## src/rtl/ir_sweep.sv

```systemverilog
// IR sweep sequencer: periodically fires the IR emitters and lets them settle.
// It then converts the 8 IR channels through the A2D and publishes all readings together.
module ir_sweep #(
  parameter int PERIOD_W = 16,
  parameter int SETTLE   = 1024,
  parameter int TIMEOUT  = 256
) (
  input  logic        clk_i,
  input  logic        rst_i,
  input  logic        cnv_cmplt_i,
  input  logic [11:0] res_i,
  output logic        strt_cnv_o,
  output logic [2:0]  chnnl_o,
  output logic        IR_en_o,
  output logic [11:0] IR_R0_o,
  output logic [11:0] IR_R1_o,
  output logic [11:0] IR_R2_o,
  output logic [11:0] IR_R3_o,
  output logic [11:0] IR_L0_o,
  output logic [11:0] IR_L1_o,
  output logic [11:0] IR_L2_o,
  output logic [11:0] IR_L3_o,
  output logic        IR_vld_o,
  output logic        sweep_err_o
);

  localparam int SW = $clog2(SETTLE + 1);
  localparam int TW = $clog2(TIMEOUT);
  localparam logic [SW-1:0] SETTLE_LAST = SW'(SETTLE - 1);
  localparam logic [TW-1:0] TO_LAST     = TW'(TIMEOUT - 1);

  typedef enum logic [2:0] {
    ST_IDLE,
    ST_SETTLE,
    ST_START,
    ST_WAIT,
    ST_DONE
  } state_t;

  state_t               state_q, state_d;
  logic [PERIOD_W-1:0]  per_cnt_q;
  logic [SW-1:0]        settle_cnt_q, settle_cnt_d;
  logic [TW-1:0]        to_cnt_q, to_cnt_d;
  logic [2:0]           ch_idx_q, ch_idx_d;
  logic                 strt_cnv_q, strt_cnv_d;
  logic                 IR_en_q, IR_en_d;
  logic                 IR_vld_q, IR_vld_d;
  logic                 sweep_err_q, sweep_err_d;
  logic                 tick;
  logic                 cap_en;
  logic [95:0]          ir_flat;

  assign tick   = &per_cnt_q;
  assign cap_en = (state_q == ST_WAIT) && cnv_cmplt_i;

  always_ff @(posedge clk_i or posedge rst_i) begin
    if (rst_i) begin
      state_q      <= ST_IDLE;
      per_cnt_q    <= '0;
      settle_cnt_q <= '0;
      to_cnt_q     <= '0;
      ch_idx_q     <= '0;
      strt_cnv_q   <= 1'b0;
      IR_en_q      <= 1'b0;
      IR_vld_q     <= 1'b0;
      sweep_err_q  <= 1'b0;
    end else begin
      state_q      <= state_d;
      per_cnt_q    <= per_cnt_q + PERIOD_W'(1);
      settle_cnt_q <= settle_cnt_d;
      to_cnt_q     <= to_cnt_d;
      ch_idx_q     <= ch_idx_d;
      strt_cnv_q   <= strt_cnv_d;
      IR_en_q      <= IR_en_d;
      IR_vld_q     <= IR_vld_d;
      sweep_err_q  <= sweep_err_d;
    end
  end

  always_comb begin
    state_d      = state_q;
    settle_cnt_d = settle_cnt_q;
    to_cnt_d     = to_cnt_q;
    ch_idx_d     = ch_idx_q;
    sweep_err_d  = 1'b0;
    IR_vld_d     = 1'b0;
    unique case (state_q)
      ST_IDLE: begin
        // A tick seen outside IDLE is simply dropped: that sweep is skipped.
        if (tick) begin
          state_d      = ST_SETTLE;
          settle_cnt_d = '0;
          ch_idx_d     = '0;
        end
      end
      ST_SETTLE: begin
        if (settle_cnt_q == SETTLE_LAST) state_d = ST_START;
        else settle_cnt_d = settle_cnt_q + SW'(1);
      end
      ST_START: begin
        to_cnt_d = '0;
        state_d  = ST_WAIT;
      end
      ST_WAIT: begin
        // Completion wins over timeout when both land in the same cycle.
        if (cnv_cmplt_i) begin
          if (ch_idx_q == 3'd7) begin
            state_d = ST_DONE;
          end else begin
            ch_idx_d = ch_idx_q + 3'd1;
            state_d  = ST_START;
          end
        end else if (to_cnt_q == TO_LAST) begin
          state_d     = ST_IDLE;
          sweep_err_d = 1'b1;
        end else begin
          to_cnt_d = to_cnt_q + TW'(1);
        end
      end
      ST_DONE: begin
        state_d  = ST_IDLE;
        IR_vld_d = 1'b1;
      end
      default: state_d = ST_IDLE;
    endcase
    strt_cnv_d = (state_d == ST_START);
    IR_en_d    = (state_d == ST_SETTLE) || (state_d == ST_START) || (state_d == ST_WAIT);
  end

  // Shadow registers catch results as they arrive; outputs copy them all at once in DONE.
  for (genvar gi = 0; gi < 8; gi++) begin : g_ch
    logic [11:0] shadow_q;
    logic [11:0] ir_q;
    always_ff @(posedge clk_i or posedge rst_i) begin
      if (rst_i) begin
        shadow_q <= '0;
        ir_q     <= '0;
      end else begin
        if (cap_en && (ch_idx_q == 3'(gi))) shadow_q <= res_i;
        if (state_q == ST_DONE) ir_q <= shadow_q;
      end
    end
    assign ir_flat[12*gi +: 12] = ir_q;
  end

  assign strt_cnv_o  = strt_cnv_q;
  assign chnnl_o     = ch_idx_q;
  assign IR_en_o     = IR_en_q;
  assign IR_vld_o    = IR_vld_q;
  assign sweep_err_o = sweep_err_q;
  assign IR_R0_o     = ir_flat[11:0];
  assign IR_R1_o     = ir_flat[23:12];
  assign IR_R2_o     = ir_flat[35:24];
  assign IR_R3_o     = ir_flat[47:36];
  assign IR_L0_o     = ir_flat[59:48];
  assign IR_L1_o     = ir_flat[71:60];
  assign IR_L2_o     = ir_flat[83:72];
  assign IR_L3_o     = ir_flat[95:84];

endmodule

```

## config.mk

```make
export PLATFORM = sky130hd
export DESIGN_NAME = ir_sweep
export DESIGN_NICKNAME = d
export VERILOG_FILES = /design/src/rtl/ir_sweep.sv
export SDC_FILE = /design/constraint.sdc
export NUM_CORES = 1
export LEC_CHECK = 0
export ABC_AREA = 1
export BUFFER_PORTS_ARGS = -buffer_cell sky130_fd_sc_hd__buf_2
export CAP_MARGIN = 0
export CELL_PAD_IN_SITES_DETAIL_PLACEMENT = 0
export CELL_PAD_IN_SITES_GLOBAL_PLACEMENT = 1
export CORE_MARGIN = 2
export CORE_UTILIZATION = 44
export CTS_CLUSTER_SIZE = 28
export DETAILED_ROUTE_END_ITERATION = 12
export GPL_TIMING_DRIVEN = 0
export PLACE_DENSITY_LB_ADDON = 0.1
export SLEW_MARGIN = 5
export SYNTH_ARGS = -nofsm -noshare
export SYNTH_HDL_FRONTEND = slang
export SYNTH_SLANG_ARGS = --single-unit
export TNS_END_PERCENT = 5
```

## constraint.sdc

```tcl
create_clock -name clk_i -period 8.2 [get_ports clk_i]
set_clock_uncertainty 0.05 [all_clocks]
set_input_delay 0 -clock clk_i [delete_from_list [all_inputs] [get_ports clk_i]]
set_output_delay 0 -clock clk_i [all_outputs]
set_load 0.01 [all_outputs]
```

After elaboration in Yosys (flattened, before gate mapping)
Cells that the tools add are included.
{ "op_classes": {"addsub": 4, "n_mul": 0, "n_div": 0, "order_cmp": 0, "eq_ne": 22, "n_shift": 0, "n_mux": 20, "bitwise": 0, "reduce_logical": 20} }
{ "op_table": {"columns": ["cell", "count"], "rows": [
  ["$mux 3", 8],
  ["$mux 11", 2],
  ["$pmux 11 s2", 1],
  ["$eq 3x2->1 const B", 6],
  ["$add 16x1->16 const B", 1],
  ["$mux 8", 2],
  ["$pmux 8 s2", 1],
  ["$reduce_and 16->1", 1],
  ["$eq 3x3->1 const B", 5],
  ["$ne 2x2->1 const B", 6],
  ["$pmux 3 s4", 1],
  ["$add 11x1->11 const B", 1],
  ["$eq 11x10->1 const B", 1],
  ["$eq 3x1->1 const B", 3],
  ["$logic_and 1x1->1", 9],
  ["$add 8x1->8 const B", 1],
  ["$eq 8x8->1 const B", 1],
  ["$logic_not 3->1", 2],
  ["$pmux 3 s2", 1],
  ["$reduce_and 3->1", 2],
  ["$reduce_bool 2->1", 3],
  ["$mux 1", 4],
  ["$reduce_and 4->1", 1],
  ["$add 3x1->3 const B", 1],
  ["$logic_or 1x1->1", 2]
]} }
{ "totals": {"ff_bits": 237, "latch_bits": 0, "ram_bits": 0, "romBits": 0, "output_inout_bits": 103, "elab_cells": 91, "n_memories": 0} }

Logic depth before layout (Yosys ltp)
Gate-level depths: netlist of run 1.
{ "logic_depth": {"ltp_word": 7, "depth_mapped": 10, "depth_no_buf": 10} }

Worst setup path after synthesis of run 1
OpenSTA, ideal clock, no wires.
{ "synth_path": {"path_type": "register -> register", "from": "register settle_cnt_q[0]", "to": "register IR_en_q (netlist: IR_en_o)", "arrival_time_ns": 1.396, "required_ns": 8.025, "slack_ns": 6.629, "path_stages_with_launch": 10, "n_path_buf": 1, "path_cell_list": "dfrtp_1 ha_1 nand2_1 nor2_2 nand3_1 nand2_2 nand2_4 buf_6 nor2_4 nand2_1"} }
{ "synth_between": {"elab_chain_cells": 6, "word_cells_on_any_way": 8} }
{ "synth_rtl": {"columns": ["item", "line_no", "rtl"], "rows": [
  ["start: declaration", "42", "logic [SW-1:0] settle_cnt_q, settle_cnt_d;"],
  ["start signal: assignment", "70", "settle_cnt_q <= settle_cnt_d;"],
  ["$eq 11x10->1 *", "97", "if (settle_cnt_q == SETTLE_LAST) state_d = ST_START;"],
  ["$mux 3 *", "97", null],
  ["$pmux 3 s4 *", "87", "unique case (state_q)"],
  ["$eq 3x1->1 or $eq 3x2->1 (tied branches)", "127", "IR_en_d = (state_d == ST_SETTLE) || (state_d == ST_START) || (state_d == ST_WAIT);"],
  ["$logic_or 1x1->1", "127", null],
  ["$logic_or 1x1->1 *", "127", null],
  ["net IR_en_d", "46", "logic IR_en_q, IR_en_d;"],
  ["end signal: assignment", "74", "IR_en_q <= IR_en_d;"],
  ["end: declaration", "46", null]
]} }
The timed path passes the listed nets; every way through them passes the cells marked *.
A chain may end at the register's enable or synchronous reset.

Worst setup path in the final report of run 1
{ "layout_path": {"from": "register state_q[0]", "to": "register g_ch[5].ir_q[11] (netlist: IR_L1_o[11])"} }
{ "layout_between": {"elab_chain_cells": 1} }
{ "layout_rtl": {"columns": ["item", "line_no", "rtl"], "rows": [
  ["start: declaration", "40", "state_t state_q, state_d;"],
  ["start signal: assignment", "68", "state_q <= state_d;"],
  ["$eq 3x3->1", "140", "if (state_q == ST_DONE) ir_q <= shadow_q;"],
  ["end signal: assignment", "140", null],
  ["end: declaration", "133", "logic [11:0] ir_q;"]
]} }
No other way between the ends.

==> metrics.md, run 1 <==
| Metric | Value |
|---|---|
| # setup viols final | 0 |
| Syn nets | 1053 |
| Top-count cell post-synth | nand2_1 |
| Pwr dens | 254 nW/um^2 |
| Reg clk slew, reported paths | 0.06 ns |
| Synth Warn # | 0 |
| Multi-input logic area | 3140 sq um |
| Rel. slew slack | 0.611 |
| Reg2Reg Launch Point | state_q[0] |
| Die Y | 151 um |
| Area of the die | 22700 sq um |
| Total Wirelength | 23.8 mm |
| Status | completed |
| Area fraction of the dominant cell type after synthesis | 0.626 |
| HP Class | in -> reg |
| Cell Rows | 53 |
| Largest register by flop count | g_ch.shadow_q |
| # H-tree levels | 1 |
| Peak Freq | 540 MHz |
| Slack of the worst reg-to-reg path | 6.35 ns |
| Root Driver | clkbuf_16 |
| Startpoint types | flip-flop |
| Unique masters post-synth | 30 |
| Largest net degree at the start of global routing | 113 |
| Critical path type | reg -> reg |
| CP max FO | 10 |
| Total power | 2.92 mW |
| Sequential area share after synthesis | 0.626 |
| Latest clock arrival within the worst-skew pair | 0.52 ns |
| Fillers | 2020 |
| Most area-consuming cells after synthesis | dfrtp_1 63%, nand2_1 18%, o21ai_0 4.4% |
| Vias in the first global route | 6983 |
| Slew Viols, Final | 0 |
| Buffer depth of the longest clock path | 3 |
| Syn avg cell area | 9.20 sq um |
| Min Tclk post-route | 1.85 ns |
| Initial antenna violation count | 0 |
| CTS Buf Count | 26 |
| DR vias | 7142 |
| RSZ-0062 raised after global routing | false |
| Pleak | 6.29 nW |
| Iteration count of the initial detailed-routing pass | 5 |
| Top post-synthesis cells by count | 463 x nand2_1, 237 x dfrtp_1, 83 x o21ai_0 |
| Max_cap viols | 0 |
| Input/output buffers | 117 |
| P&R area growth vs syn | 21.5% |
| Beginning of the worst hold path | cnv_cmplt_i |
| First-pass GRT wire length | 38.2 mm |
| Asr flop ratio synth | 1.00 |
| DP HPWL | 15.7 mm |
| Slew @ Worst Pin | 0.583 ns |
| Max FFs per register | 96 |
| Inst Count DP | 1423 |
| RR Endpoint | IR_L1_o[11] |
| Peak VDD IR | 0.000140 V |
| Die X | 151 um |
| IO Pins | 118 |
| Worst EP required | 8.61 ns |
| Worst setup EP type | flip-flop |
| Post-synth EDFFs | 0 |
| RePlAce Congestion | 0.800 |
| Synth area leader | dfrtp_1 |
| Post-synthesis register bit count | 237 |
| Prevailing post-synth register cell | dfrtp_1 |
| Non-Filler Instances | 1484 |
| Syn Std Cell Area | 9470 sq um |
| DRC | 0 |
| Post-cts sizing count | 0 |
| DR WL/cell | 16.0 um |
| CTS sink count | 237 |
| Hold Path Sink | to_cnt_q[1] |
| Biggest regs | g_ch.shadow_q: 96 flops, per_cnt_q: 16 flops |
| Final #Nets | 1215 |
| Post-DRT Antenna Nets | 0 |
| Final Hold Violating Endpoints | 0 |
| CP Data Arrival Time | 2.26 ns |
| Starting Density | 0.449 |
| Total area of sequential cells | 5930 sq um |
| Share of cells above drive strength 1 | 0.175 |
| Global route total overflow | 0 |
| Crit path from | state_q[0] |
| ANT cells | 0 |
| Cells after synthesis | 1029 |
| Worst hold slack | 0.309 ns |
| Period utilization | 0.226 |
| Core area | 21100 sq um |
| R2R depth | 6 |
| Hold Crit Depth | 5 |
| First DRT Iteration DRCs | 310 |
| TritonCTS clock tree | built |
| GR Util All Layers | 0.216 |
| Vias per std cell | 4.81 |
power by group:
group | internal, mW | switching, mW
Sequential | 1.29 | 0.0864
Clock | 0.757 | 0.461
Combinational | 0.116 | 0.209
how the worst max path moves through the flow:
| stage | depth (start not counted) | slack, ns | end |
|---|---|---|---|
| 6_report | 6 | 6.35 | IR_L1_o[11] |
| 5_1_grt | 6 | 6.13 | IR_L3_o[1] |
| 4_1_cts | 6 | 6.28 | IR_L3_o[1] |
| 3_5_place_dp | 6 | 6.30 | IR_L3_o[1] |
| 3_3_place_gp | 2 | -1.29 | IR_R1_o[0] |
| 2_1_floorplan | 1 | 1.65 | IR_L0_o[0] |
critical path, stage by stage (launching register included):
cell and delay, ns:
dfrtp_1 0.45, nor2_1 0.24, nand2_2 0.17, inv_2 0.20
clkbuf_1 0.44, nand2_1 0.16, nand2_1 0.09
timing repair:
| action | 4_1_cts | 5_1_grt |
|---|---|---|
| hold buffers | 15 | 0 |
| buffers inserted | 0 | 0 |
| hold endpoints to repair | 306 | 0 |
| endpoints found under the setup margin | 0 | 0 |
stage by stage:
| stage | setup slack, ns | utilization | setup TNS, ns | cell area [sq um] |
|---|---|---|---|---|
| 2_1_floorplan | 1.65 | - | 0 | 9470 |
| 3_3_place_gp | -1.29 | 0.493 | -301.97 | 10400 |
| 3_5_place_dp | 6.30 | 0.496 | 0 | 10500 |
| 4_1_cts | 6.28 | 0.546 | 0 | 11500 |
| 5_1_grt | 6.13 | 0.546 | 0 | 11500 |
| 6_report | 6.35 | 0.546 | 0 | 11500 |
logic make-up after synthesis:
kind of cell / after synthesis / synth area share
compound gates: 112 / 0.0614
xor+xnor: 15 / 0.0139
fa+ha+maj: 9 / 0.0119
buf+inv: 96 / 0.0424
flops: 237 / 0.626
simple gates: 560 / 0.244
placed cells by master (no fill, tap or decap):
master and n:
o21ai_2 2, buf_4 2, nand3_1 32, dlygate4sd3_1 15
clkbuf_16 27, clkinv_2 2, nand2_1 463, ha_1 9
bufinv_16 3, nor2_4 4, inv_8 1, buf_1 1
a21boi_4 1, inv_1 56, nand3_2 7, inv_2 2
o21ai_0 83, dfrtp_1 237, clkbuf_1 19, xnor2_1 5
nor2_1 28, buf_2 138, nand4_1 8, nand3b_1 1
nor2_2 2, or2_2 1, o21ai_1 22, nor3_1 4
nand2_2 6, clkbuf_8 7, nand3_4 1, a21oi_1 4
xor2_1 10, buf_16 2, nor2_8 1, nand2_4 2
buf_6 1
metal layers:
layer  global-route usage  up-vias  share of wire
li1                     -     3546              -
met1                0.325     3412           0.49
met2                0.329      149           0.45
met3               0.0373       35          0.045
met4               0.0458        0          0.019
met5                    0        -              0
layout make-up:
cell class,count,share of cell area
well taps,275,0.0299
multi-input cells,696,0.273
clock inverters,5,0.00870
inverters,59,0.0199
repair buffers,134,0.0687
clock buffers,41,0.0693
plain buffers,37,0.0157
flip-flops and latches,237,0.515
Note: power is estimated with default switching activity, not from simulation.
==> inputs of run 2 (changes only) <==
ABC_AREA = 0   (was 1)
CORE_UTILIZATION = 48   (was 44)
clock period = 1.88 ns   (was 8.2 ns; I/O delays follow)
==> metrics.md, run 2 <==
| Metric | Value |
|---|---|
| Status | finished, violations left |
| Failing checks | negative setup slack |
| Utilization after layout | 0.599 |
| Max_cap viols | 0 |
| # setup viols final | 12 |
| DP HPWL | 13.7 mm |
| Placement Setup Slack | -0.470 ns |
| Synth Warn # | 0 |
| Starting Density | 0.488 |
| Pwr dens | 865 nW/um^2 |
| Unique masters post-synth | 47 |
| R2R depth | 8 |
| Top post-synthesis cells by count | 237 x dfrtp_1, 163 x mux2_2, 30 x mux2_4 |
| Cell Rows | 51 |
| Pleak | 6.19 nW |
| CTS Buf Count | 26 |
| WP buf/inv | 3 |
| Top-count cell post-synth | dfrtp_1 |
| Share of cells above drive strength 1 | 0.501 |
| RePlAce Congestion | 0.785 |
| Hold Crit Depth | 3 |
| Buffer depth of the longest clock path | 3 |
| Critical path type | reg -> reg |
| Met1 Usage GRT | 0.262 |
| Critical-path cell list | buf_6, and3b_1, buf_6, nand2_4, nor2_4, and2_4, buf_8, mux2_2 |
| Cell repeated most along the worst path | buf_6 |
| Most frequent cells in the layout | 234 x dfrtp_1, 157 x mux2_2, 124 x buf_2 |
| CP Data Arrival Time | 2.23 ns |
| Period utilization | 1.00 |
| Reg clk slew, reported paths | 0.06 ns |
| Post-DRT Antenna Nets | 0 |
| First DRT Iteration DRCs | 173 |
| DR WL/cell | 18.7 um |
| Sequential area share after synthesis | 0.627 |
| Beginning of the worst hold path | cnv_cmplt_i |
| Final Hold Violating Endpoints | 0 |
| Synth area leader | dfrtp_1 |
| Inst Count DP | 1002 |
| Slew @ Worst Pin | 0.503 ns |
| Input/output buffers | 116 |
| Syn avg cell area | 15.4 sq um |
| Worst EP required | 2.23 ns |
| CP peak stage delay | 0.37 ns |
| Max FFs per register | 96 |
| Largest net degree at the start of global routing | 44 |
| Startpoint types | flip-flop |
| Setup ws final | -0.00742 ns |
| P&R area growth vs syn | 22.8% |
| Most Crowded Layer GR | met2 |
| IO Pins | 118 |
| # H-tree levels | 1 |
| Root Driver | clkbuf_16 |
| Post-synth EDFFs | 0 |
| Hold Path Sink | chnnl_o[2] |
| Cells after synthesis | 615 |
| Worst setup EP type | flip-flop |
| Area of the die | 20800 sq um |
| Rel. slew slack | 0.663 |
| Die X | 144 um |
| HP Class | in -> reg |
| RSZ-0062 raised after global routing | true |
| Vias in the first global route | 5872 |
| Syn Std Cell Area | 9460 sq um |
| GR Util met3 | 0.0354 |
| Slew Viols, Final | 0 |
| DRC | 0 |
| ANT cells | 0 |
| RR Endpoint | g_ch[1].shadow_q[6] |
| CTS sink count | 237 |
| Worst path top cell family by delay | simple AND/OR/NAND/NOR gates |
| Initial antenna violation count | 0 |
| Largest register by flop count | g_ch.shadow_q |
| Vias per std cell | 5.14 |
| Latest clock arrival within the worst-skew pair | 0.51 ns |
| Total Wirelength | 20.0 mm |
| Iteration count of the initial detailed-routing pass | 4 |
| Final #Nets | 809 |
| Min Tclk post-route | 1.89 ns |
| Syn nets | 639 |
| Asr flop ratio synth | 1.00 |
| Met2 Use GR | 0.343 |
| Most common cell after layout, fill and taps aside | dfrtp_1 |
| Critical path's slowest cell | dfrtp_1 |
| CP max FO | 10 |
| Die Y | 144 um |
| GR Util All Layers | 0.198 |
| TritonCTS clock tree | built |
| Area fraction of the dominant cell type after synthesis | 0.627 |
| First-pass GRT wire length | 31.8 mm |
| Non-Filler Instances | 1070 |
| DR vias | 5498 |
| Global route total overflow | 0 |
| Core area | 19400 sq um |
| Prevailing post-synth register cell | dfrtp_1 |
| Post-synthesis register bit count | 237 |
| Peak VDD IR | 0.000608 V |
| Peak Freq | 530 MHz |
| Biggest regs | g_ch.shadow_q: 96 flops, per_cnt_q: 16 flops |
| Fillers | 1563 |
| Slack of the worst reg-to-reg path | -0.007 ns |
| Most area-consuming cells after synthesis | dfrtp_1 63%, mux2_2 19%, mux2_4 4.8% |
| Reg2Reg Launch Point | state_q[2] |
-- run 2: cell types whose count changed in the layout (fill, tap and decap cells not counted), sizes merged, moves of 10 or more --
cell	previous run	this run
inv	59	9
nand3	40	16
o21ai	107	4
xnor2	5	16
mux2	0	193
nand2	471	17
clkbuf	53	43
nor2	35	21
-- run 2: what timing repair did --
action                                  4_1_cts  5_1_grt
endpoints found under the hold margin       252        0
hold buffers                                 15        0
pin swaps                                     5        3
resized for setup                            19       20
buffers inserted                              3        2
endpoints found under the setup margin      163      101
-- run 2: area by class of cell --
| cell class | count | area, sq um | area share |
|---|---|---|---|
| inverters | 10 | 41.3 | 0.00355 |
| clock inverters | 7 | 35.0 | 0.00302 |
| well taps | 265 | 332 | 0.0285 |
| clock buffers | 41 | 768 | 0.0661 |
| plain buffers | 23 | 216 | 0.0186 |
| repair buffers | 142 | 888 | 0.0765 |
| flip-flops and latches | 237 | 5930 | 0.511 |
| multi-input cells | 345 | 3400 | 0.293 |
-- run 2: worst min-delay path, cell delays in order --
cell and delay, ns:
clkbuf_1 0.20, o22ai_1 0.22, a22o_1 0.15
-- run 2: metrics by stage --
stage / area, sq um / setup TNS, ns / power (mW) / hold slack [ns]
3_3_place_gp: 10400 / -593.45 / 5.37 / 0.304
4_1_cts: 11500 / -0.237 / 10.2 / 0.00502
3_5_place_dp: 10500 / -23.76 / 5.40 / -0.123
5_1_grt: 11600 / -4.40 / 10.4 / 0.0385
2_1_floorplan: 9460 / -302.38 / 5.28 / 0.0985
6_report: 11600 / -0.0386 / 10.1 / 0.0416
-- run 2: how the worst max path moves through the flow --
stage | endpoint | slack, ns | from | depth (start not counted)
floorplan | IR_L0_o[0] | -1.28 | rst_i | 1
global placement | per_cnt_q[1] | -2.43 | rst_i | 2
detailed placement | IR_L0_o[7] | -0.47 | state_q[0] | 4
CTS | g_ch[0].shadow_q[3] | -0.02 | state_q[2] | 8
global route | g_ch[1].shadow_q[6] | -0.1 | state_q[2] | 8
finish | g_ch[1].shadow_q[6] | -0.007 | state_q[2] | 8
-- run 2: report_power, final --
part | switching (mW) | internal (mW)
clock network | 1.93 | 2.79
logic | 0.164 | 0.0607
registers | 0 | 5.10
-- run 2: logic make-up after synthesis --
group                      after synthesis  share of synthesized area
AOI/OAI and AO/OA                       23                     0.0156
xor gates and xnor gates                23                     0.0213
adders and majority gates                9                     0.0119
buffers and inverters                   33                     0.0206
DFF                                    237                      0.627
muxes                                  195                      0.244
and+or+nand+nor                         95                     0.0598
-- run 2: metal layers --
metal,vias to the layer above,share of wire
li1,2519,-
met1,2854,0.44
met2,95,0.50
met3,30,0.037
met4,0,0.018
met5,-,0
==> inputs of run 3 (changes only) <==
GPL_TIMING_DRIVEN = unset   (was 0)
==> metrics.md, run 3 (synthesized netlist as in run 2, its figures left out) <==
| Metric | Value |
|---|---|
| Status | completed |
| Setup total negative slack | 0 ns |
| Root Driver | clkbuf_16 |
| Most common cell after layout, fill and taps aside | dfrtp_1 |
| Initial antenna violation count | 0 |
| Fillers | 1531 |
| Reg clk slew, reported paths | 0.06 ns |
| Biggest regs | g_ch.shadow_q: 96 flops, per_cnt_q: 16 flops |
| HP Class | in -> async |
| DR vias | 5427 |
| Period utilization | 0.937 |
| Final Hold Violating Endpoints | 0 |
| Latest clock arrival within the worst-skew pair | 0.50 ns |
| Inst Count DP | 998 |
| Share of cells above drive strength 1 | 0.496 |
| Die X | 144 um |
| Min Tclk post-route | 1.76 ns |
| Vias in the first global route | 5575 |
| Cell Rows | 51 |
| Worst hold slack | 0.158 ns |
| Largest net degree at the start of global routing | 89 |
| Global route total overflow | 0 |
| Worst EP required | 2.21 ns |
| First DRT Iteration DRCs | 246 |
| CTS Buf Count | 24 |
| TritonCTS clock tree | built |
| Critical path type | reg -> reg |
| Max FFs per register | 96 |
| IO Pins | 118 |
| Peak VDD IR | 0.000721 V |
| Buffer depth of the longest clock path | 3 |
| Peak Freq | 568 MHz |
| Rel. slew slack | 0.689 |
| Startpoint types | flip-flop |
| Most frequent cells in the layout | 235 x dfrtp_1, 163 x mux2_2, 117 x buf_2 |
| Final #Nets | 798 |
| Pleak | 6.10 nW |
| Starting Density | 0.488 |
| Largest register by flop count | g_ch.shadow_q |
| Non-Filler Instances | 1056 |
| Total area of sequential cells | 5930 sq um |
| Vias per std cell | 5.14 |
| Iteration count of the initial detailed-routing pass | 4 |
| # H-tree levels | 1 |
| DRC | 0 |
| CP max FO | 59 |
| GR Util All Layers | 0.190 |
| Pwr dens | 900 nW/um^2 |
| Die Y | 144 um |
| Total power | 10.4 mW |
| P&R area growth vs syn | 21.8% |
| Total Wirelength | 19.4 mm |
| ANT cells | 0 |
| CTS sink count | 237 |
| Worst setup EP type | flip-flop |
| # setup viols final | 0 |
| Max_cap viols | 0 |
| Multi-input logic area | 3350 sq um |
| Input/output buffers | 117 |
| Area of the die | 20800 sq um |
| Post-DRT Antenna Nets | 0 |
| Core area | 19400 sq um |
| RePlAce Congestion | 0.806 |
| Slew @ Worst Pin | 0.466 ns |
| First-pass GRT wire length | 30.6 mm |
| Slew Viols, Final | 0 |
| DP HPWL | 13.0 mm |
| CP Data Arrival Time | 2.09 ns |
| DR WL/cell | 18.4 um |
| RSZ-0062 raised after global routing | false |
==> run 3: cell types whose count changed in the layout (fill, tap and decap cells not counted), moves of 3 or more <==
| cell | previous run | this run |
|---|---|---|
| buf_2 | 124 | 117 |
| mux2_2 | 157 | 163 |
| buf_4 | 9 | 18 |
| clkbuf_8 | 4 | 9 |
| bufinv_16 | 0 | 3 |
| mux2_4 | 36 | 30 |
| clkbuf_1 | 11 | 6 |
| clkinv_2 | 7 | 0 |
| buf_6 | 4 | 0 |
==> run 3: routing by layer <==
layer | global-route usage | vias to the layer above | part of all wire
li1 | - | 2503 | -
met1 | 0.263 | 2800 | 0.45
met2 | 0.308 | 99 | 0.48
met3 | 0.0434 | 25 | 0.050
met4 | 0.0429 | 0 | 0.014
met5 | 0 | - | 0
==> run 3: path summary, 6_finish.rpt <==
path                                     from                   end  slack (ns)  cells past startpoint
worst max-delay path               state_q[0]            IR_R3_o[2]        0.12                      4
worst min-delay path                    rst_i   g_ch[5].shadow_q[3]        0.16                      4
max in group asynchronous               rst_i            IR_R0_o[8]        1.21                      4
worst min register to register  per_cnt_q[12]         per_cnt_q[12]        0.42                      1
worst max register to register     state_q[0]            IR_R3_o[2]        0.12                      4
min in group clk_i                  res_i[11]  g_ch[3].shadow_q[11]        0.39                      3
==> run 3: power by group <==
part           internal [mW]  total, mW  switching, mW
combinational         0.0470      0.207          0.160
sequential              5.10       5.10              0
clock                   3.19       5.05           1.86
total                   8.34       10.4           2.02
==> run 3: through the flow <==
step                      setup WS, ns  instance area, sq um   util
after floorplan                  -1.28                  9460      -
after global placement          0.0893                 10500  0.541
after detailed placement        0.0983                 10500  0.541
after CTS                       0.0628                 11500  0.593
after global routing            0.0133                 11500  0.594
final                            0.119                 11500  0.594
==> run 3: area by class of cell <==
type                    count  share of cell area
clock inverters             3             0.00782
multi-input cells         345               0.291
well taps                 265              0.0288
inverters                  10             0.00358
flip-flops and latches    237               0.515
clock buffers              40              0.0670
repair buffers            156              0.0869
==> run 3: critical path, stage by stage (launching register included) <==
cell     delay (ns)
dfrtp_1        0.39
buf_4          0.16
nor3b_4        0.26
buf_12         0.32
mux2_2         0.38
==> run 3: timing repair <==
| action | 4_1_cts | 5_1_grt |
|---|---|---|
| hold buffers | 14 | 0 |
| gates resized for setup | 0 | 5 |
| endpoints found under the hold margin | 337 | 0 |
| setup buffers | 0 | 1 |
| endpoints found under the setup margin | 0 | 6 |
